[config.mk]
export PLATFORM = sky130hd
export DESIGN_NAME = ddr_nto1_ser_gearbox
export DESIGN_NICKNAME = d
export VERILOG_FILES = /design/src/rtl/ddr_nto1_ser_gearbox.sv
export SDC_FILE = /design/constraint.sdc
export NUM_CORES = 1
export LEC_CHECK = 0
export CORE_MARGIN = 5
export CORE_UTILIZATION = 45
export DETAILED_ROUTE_END_ITERATION = 10
export PLACE_DENSITY_LB_ADDON = 0.05
export SETUP_SLACK_MARGIN = 0.02
export SLEW_MARGIN = 20
export SYNTH_ARGS = -nofsm -noshare
export SYNTH_HDL_FRONTEND = slang
export SYNTH_SLANG_ARGS = --single-unit
export TNS_END_PERCENT = 30
[constraint.sdc]
create_clock -name i_clk -period 2.15 [get_ports i_clk]
set_clock_uncertainty 0.1 [all_clocks]
set_input_delay 0.5375 -clock i_clk [delete_from_list [all_inputs] [get_ports i_clk]]
set_output_delay 0.5375 -clock i_clk [all_outputs]
set_load 0.02 [all_outputs]
[src/rtl/ddr_nto1_ser_gearbox.sv]
`default_nettype none
// +--------------------------------------------------------------------------+
// | Module   : ddr_nto1_ser_gearbox                                          |
// | Brief    : N:1 parallel-to-serial gearbox feeding the analog 2:1 DDR     |
// |            serializer cells. One-entry hold buffer for gapless streaming,|
// |            per-word bit order, idle fill pattern, sticky stream-gap flag.|
// | Revision : 1.0 - initial release                                         |
// +--------------------------------------------------------------------------+
module ddr_nto1_ser_gearbox #(
   parameter int NUM_CH = 1,
   parameter int IN_W   = 8,
   parameter int RATIO  = 4
) (
   input  logic                             i_clk,
   input  logic                             i_rst,
   input  logic                             i_valid,
   output logic                             o_ready,
   input  logic [NUM_CH*IN_W-1:0]           i_data,
   input  logic                             i_msb_first,
   input  logic [IN_W/RATIO-1:0]            i_idle_pat,
   input  logic                             i_clr_gap,
   output logic [NUM_CH*(IN_W/RATIO)-1:0]   o_data,
   output logic                             o_valid,
   output logic                             o_first,
   output logic                             o_gap
);

   localparam int OUT_W = IN_W / RATIO;
   localparam int CNT_W = $clog2(RATIO);
   localparam logic [CNT_W-1:0] LAST_CNT = CNT_W'(RATIO - 1);

   // IDLE: shifter empty, idle pattern on the lanes. SHIFT: a word is being sliced.
   typedef enum logic [0:0] {
      ST_IDLE  = 1'b0,
      ST_SHIFT = 1'b1
   } state_t;

   state_t                     state;
   logic [NUM_CH*IN_W-1:0]     hold_word;
   logic                       hold_msb;
   logic                       hold_vld;
   logic [NUM_CH*IN_W-1:0]     sh_word;
   logic                       sh_msb;
   logic [CNT_W-1:0]           cnt;
   logic [OUT_W-1:0]           idle_pat_q;
   logic                       started;
   logic                       gap;

   logic                       busy;
   logic                       is_last;
   logic                       load;
   logic                       accept;
   logic                       gap_set;
   logic [CNT_W-1:0]           sel;
   logic [NUM_CH*OUT_W-1:0]    slice;

   assign busy    = (state == ST_SHIFT);
   assign is_last = (cnt == LAST_CNT);
   // The hold drains into the shifter when the shifter is free or finishing,
   // so a fresh word can land in the hold on that very same edge.
   assign load    = hold_vld & (~busy | is_last);
   assign o_ready = ~i_rst & (~hold_vld | load);
   assign accept  = i_valid & o_ready;
   // Stream ran dry: last slice going out with nothing queued behind it.
   assign gap_set = busy & is_last & ~hold_vld & started;

   // MSB-first mode walks the slices from the top of the word downwards.
   assign sel = sh_msb ? (LAST_CNT - cnt) : cnt;

   // Per-lane slice selection out of the shifter word.
   for (genvar k = 0; k < NUM_CH; k++) begin : g_ch
      assign slice[k*OUT_W +: OUT_W] = sh_word[k*IN_W + int'(sel)*OUT_W +: OUT_W];
   end

   assign o_data  = busy ? slice : {NUM_CH{idle_pat_q}};
   assign o_valid = busy;
   assign o_first = busy & (cnt == '0);
   assign o_gap   = gap;

   // Hold buffer, shifter, phase counter, FSM, idle pattern and gap flag.
   always_ff @(posedge i_clk) begin
      if (i_rst) begin
         state      <= ST_IDLE;
         hold_word  <= '0;
         hold_msb   <= 1'b0;
         hold_vld   <= 1'b0;
         sh_word    <= '0;
         sh_msb     <= 1'b0;
         cnt        <= '0;
         idle_pat_q <= '0;
         started    <= 1'b0;
         gap        <= 1'b0;
      end else begin
         idle_pat_q <= i_idle_pat;

         if (accept) begin
            hold_word <= i_data;
            hold_msb  <= i_msb_first;
         end

         if (load) begin
            sh_word  <= hold_word;
            sh_msb   <= hold_msb;
            cnt      <= '0;
            state    <= ST_SHIFT;
            started  <= 1'b1;
            hold_vld <= accept;
         end else begin
            if (accept) begin
               hold_vld <= 1'b1;
            end
            if (state == ST_SHIFT) begin
               if (is_last) begin
                  state <= ST_IDLE;
                  cnt   <= '0;
               end else begin
                  cnt <= cnt + CNT_W'(1);
               end
            end
         end

         // A new gap event takes priority over a simultaneous clear.
         if (gap_set) begin
            gap <= 1'b1;
         end else if (i_clr_gap) begin
            gap <= 1'b0;
         end
      end
   end

endmodule
`default_nettype wire

; ---- Yosys cells after proc, flatten, opt, wreduce, memory -nomap -nowiden
; Cells that the tools add are included.
[op_classes]
n_addsub = 2
n_reduce_logical = 4
eq_ne = 1
shift = 1
n_bitwise = 12
mux = 10
[ops]
columns = operator, count
row1 = 8-bit by 4-bit indexed part select with 2-bit output, 1
row2 = 1-bit bitwise AND, 7
row3 = 1-bit 2-to-1 mux, 7
row4 = 2-bit 2-to-1 mux, 3
row5 = 2-bit nonzero test, 2
row6 = 1-bit NOT, 3
row7 = "2-bit by 1-bit adder with 2-bit output, second input constant", 1
row8 = "2-bit equality test, second input constant", 1
row9 = 2-bit zero test, 1
row10 = 1-bit bitwise OR, 2
row11 = 2-bit OR reduction, 1
row12 = "2-bit subtractor, first input constant", 1
[word_totals]
out_inout_bits = 6
word_cells = 40
regBits = 26
in_bits = 15

; ---- Depth between registers and ports, before layout
[depth]
word_depth = 8
depth_mapped = 5
ltp_nobuf = 4

; ---- Least setup slack after synthesis
; No wires, ideal clock.
[synth_path]
kind = input to output
startpoint = in i_rst
endpoint = out o_ready
n_path_buf = 3
arrival_time_ns = 1.369
path_slack_ns = 0.144
stages = 4
required_ns = 1.512
cell_sequence = buf_2 > buf_2 > buf_2 > a21oi_1
[synth_between]
elab_chain_len = 2
[synth_lines]
columns = element, line
row1 = from (decl), 15  ; input logic i_rst,
row2 = 1-bit NOT, 62  ; assign o_ready = ~i_rst & (~hold_vld | load);
row3 = 1-bit bitwise AND, 62
row4 = to (decl), 17  ; output logic o_ready,
; Every way passes these cells.

; ---- Worst setup path after layout
[layout_path]
startpoint = reg sh_msb
endpoint = out o_data[1]
[layout_between]
elab_chain_len = 3
[layout_lines]
columns = element, line
row1 = from (decl), 43  ; logic sh_msb;
row2 = from (signal assigned), 103  ; sh_msb <= hold_msb;
row3 = 2-bit 2-to-1 mux, 68  ; assign sel = sh_msb ? (LAST_CNT - cnt) : cnt;
row4 = 8-bit by 4-bit indexed part select with 2-bit output, 72  ; assign slice[k*OUT_W +: OUT_W] = sh_word[k*IN_W + int'(sel)*OUT_W +: OUT_W];
row5 = 2-bit 2-to-1 mux, 75  ; assign o_data = busy ? slice : {NUM_CH{idle_pat_q}};
row6 = to (decl), 22  ; output logic [NUM_CH*(IN_W/RATIO)-1:0] o_data,
; Every way passes these cells.

==> flow_metrics.env <==
export IMPL_outcome="complete, but fails checks"
export IMPL_failed_checks="negative setup slack"
export IMPL_yosys_area_top_type="dfxtp_1"
export IMPL_grt_busiest_layer="met2"
export IMPL_yosysSeqAreaShare_pct=43.8
export IMPL_rsz0062_at_grt="true"
export IMPL_synthTopCellsByArea="dfxtp_1, mux2_1, nor2b_1"
export IMPL_clk_path_buf_depth=2
export IMPL_max_cap_violations=0
export IMPL_cts_clk_slew_worst_paths_ns=0.13
export IMPL_setup_viol=3
export IMPL_fillers=230
export IMPL_first_iter_violations=22
export IMPL_finalCritPeriodShare_pct=101
export IMPL_cp_startpoint="sh_msb"
export IMPL_max_slew_margin_pct=68.2
export IMPL_period_minus_slack_ns=2.18
export IMPL_core_um2=2500
export IMPL_synth_simple_gate_area_share_pct=20.0
export IMPL_worstHoldStart="o_gap"
export IMPL_synth_mux_area_share_pct=15.2
export IMPL_vias_per_cell=5.38
export IMPL_worstPathMaxFanout=6
export IMPL_via_count=973
export IMPL_ys_seq_elements=26
export IMPL_worst_slack_ns=-0.0307
export IMPL_gr_total_overflow=0
export IMPL_wl_per_cell_um=13.6
export IMPL_synth_nets=139
export IMPL_postSynthAreaPerCell_um2=9.73
export IMPL_num_rows=18
export IMPL_synth_compound_area_share_pct=13.3
export IMPL_cts_tree="built"
export IMPL_async_reset_ff_share_pct=0
export IMPL_crit_chain="mux4_2 -> o22ai_1 -> nor3_1 -> buf_4"
export IMPL_finalHoldViolations=0
export IMPL_post_place_ws_ns=-0.203
export IMPL_synth_ff_type="dfxtp_1"
export IMPL_use_met3_pct=3.77
export IMPL_fmax_mhz=459
export IMPL_initial_core_util_pct=47.5
export IMPL_dp_hpwl_mm=1.76
export IMPL_drive_gt1_share_pct=23.8
export IMPL_globalplace_congestion=0.800
export IMPL_ir_drop_v=0.000457
export IMPL_powerDensity_nw_per_um2=651
export IMPL_cts_made_buffers=3
export IMPL_cp_arrival_ns=1.54
export IMPL_critPathMaxStageDelay_ns=0.49
export IMPL_finalMaxSlewViolations=0
export IMPL_synth_top_cell_area_share_pct=43.8
export IMPL_drcViolationCount=0
export IMPL_dpl_cell_area_um2=1470
export IMPL_netlist_area_um2=1190
export IMPL_grt_max_degree=28
export IMPL_synth_cells=122
export IMPL_met2_usage_pct=24.3
export IMPL_yosys_area_share_xor_xnor_pct=0
export IMPL_use_met1_pct=21.9
export IMPL_worstSetupEndpointType="output pin"
export IMPL_htreeDepth=1
export IMPL_leakage_uw=0.000608
export IMPL_grt_antenna_before_repair=0
export IMPL_min_path_type="flop to flop"
export IMPL_antenna_cells=0
export IMPL_cpMaxStageDelayCell="mux4_2"
export IMPL_die_w_um=61.4
export IMPL_final_area_um2=1570
export IMPL_io_buffers=20
export IMPL_tns_ns=-0.0479
export IMPL_synth_warning_count=0
export IMPL_fp_dieH_um=61.4
export IMPL_multiInputGateArea_um2=649
export IMPL_cp_required_ns=1.51
export IMPL_synth_top_family_by_area="simple AND/OR/NAND/NOR gates"
export IMPL_yosysUniqueCellTypes=30
export IMPL_first_global_vias=966
export IMPL_p_total_uw=1020
export IMPL_pin_count=21
export IMPL_final_nets=169
export IMPL_grt_pass1_wl_mm=4.44
export IMPL_seq_area_um2=526
export IMPL_firstDrtPassIters=4
export IMPL_r2r_start="cnt[1]"
export IMPL_die_area_um2=3770
export IMPL_tightest_slew_ns=0.478
export IMPL_synth_edf_count=0
export IMPL_synthAdderAreaFrac_pct=2.11
export IMPL_cts_sinks=26
export IMPL_critPathBufInv=1
export IMPL_area_delta_synth_final_pct=32.4
export IMPL_cpLargestDelayFamily="multiplexers"
export IMPL_grt_usage_pct=15.8
export IMPL_cts_root_buf="clkbuf_4"
export IMPL_worstSetupStartpointType="flop"
export IMPL_critPathKind="flop to output pin"
export IMPL_worstSkewPairLatency_ns=0.33
export IMPL_ant_nets=0
export IMPL_wirelength_mm=2.47
[report_power, final]
group	total (uW)	switching, uW	leakage (uW)	internal (uW)
logic	165	79.3	0.000365	85.9
clock network	335	147	0.0000279	189
registers	522	14.2	0.000215	508
[logic make-up (layout without fill, tap and decap cells)]
| group | after synthesis | after routing |
|---|---|---|
| flops | 26 | 26 |
| mux | 14 | 14 |
| buf+inv | 13 | 42 |
| simple gates | 38 | 38 |
| compound gates | 29 | 29 |
| fa+ha+maj | 2 | 2 |
[cell usage in the layout (no fill, tap or decap), types with 2 or more instances in the layout]
cell and count:
buf_4 17, nor2_1 2, clkbuf_4 3, mux4_2 2
nor2b_1 12, and4_1 2, a21oi_1 14, mux2_1 9
mux2i_1 3, inv_1 3, o21ai_1 8, clkdlybuf4s50_1 15
dfxtp_1 24, nand2b_1 3, nand3_1 9
[stage by stage]
stage	std cells	hold WS [ns]	util [%]
3_3_place_gp	176	0.350	58.9
5_1_grt	181	0.398	62.9
4_1_cts	181	0.377	61.0
2_1_floorplan	122	0.337	-
6_report	181	0.377	62.9
3_5_place_dp	176	0.354	58.9
[area by class of cell]
type,instances,area share (%)
Clock buffer,3,1.43
Clock inverter,1,1.91
Inverter,4,0.955
Multi-Input combinational cell,83,41.3
Sequential cell,26,33.4
Tap cell,30,2.39
Timing Repair Buffer,34,18.6
[path summary, 6_finish.rpt]
check | to | slack [ns] | depth (start not counted)
max | o_data[1] | -0.03 | 4
max reg2reg | hold_word[7] | 0.35 | 6
min reg2reg | o_gap | 0.38 | 2
min | o_gap | 0.38 | 2
[worst min-delay path, cell delays in order, from the launching register on]
cell and delay (ns):
dfxtp_1 0.33, nand2b_1 0.07, a21oi_1 0.05
[repair_timing]
item                                    4_1_cts  5_1_grt
endpoints found under the hold margin         0        0
hold buffers                                  0        0
setup buffers                                 1        0
pin swaps                                     1        1
endpoints found under the setup margin        5        4
gates resized for setup                      24       14
[metal layers]
metal | share of wire (%) | routed length (um) | vias up
li1 | - | - | 490
met1 | 47 | 1170 | 453
met2 | 46 | 1140 | 26
met3 | 5.3 | 131 | 4
met4 | 1.2 | 29 | 0
met5 | 0 | 0 | -
[state kept, by name (all words and copies together) (netlist names)]
register	count
sh_word	8
hold_msb	1
o_valid	1
started	1
hold_word	8
sh_msb	1
hold_vld	1
idle_pat_q	2
cnt	2
o_gap	1
[cell usage after synthesis, types with 3 or more instances]
library cell and n:
a21oi_1 15, buf_2 5, dfxtp_1 26, inv_1 3, mux2_1 9, mux2i_1 3, nand2b_1 3, nand3_1 9
nor2b_1 14, o21ai_1 8
Note: power is estimated with default switching activity, not from simulation.
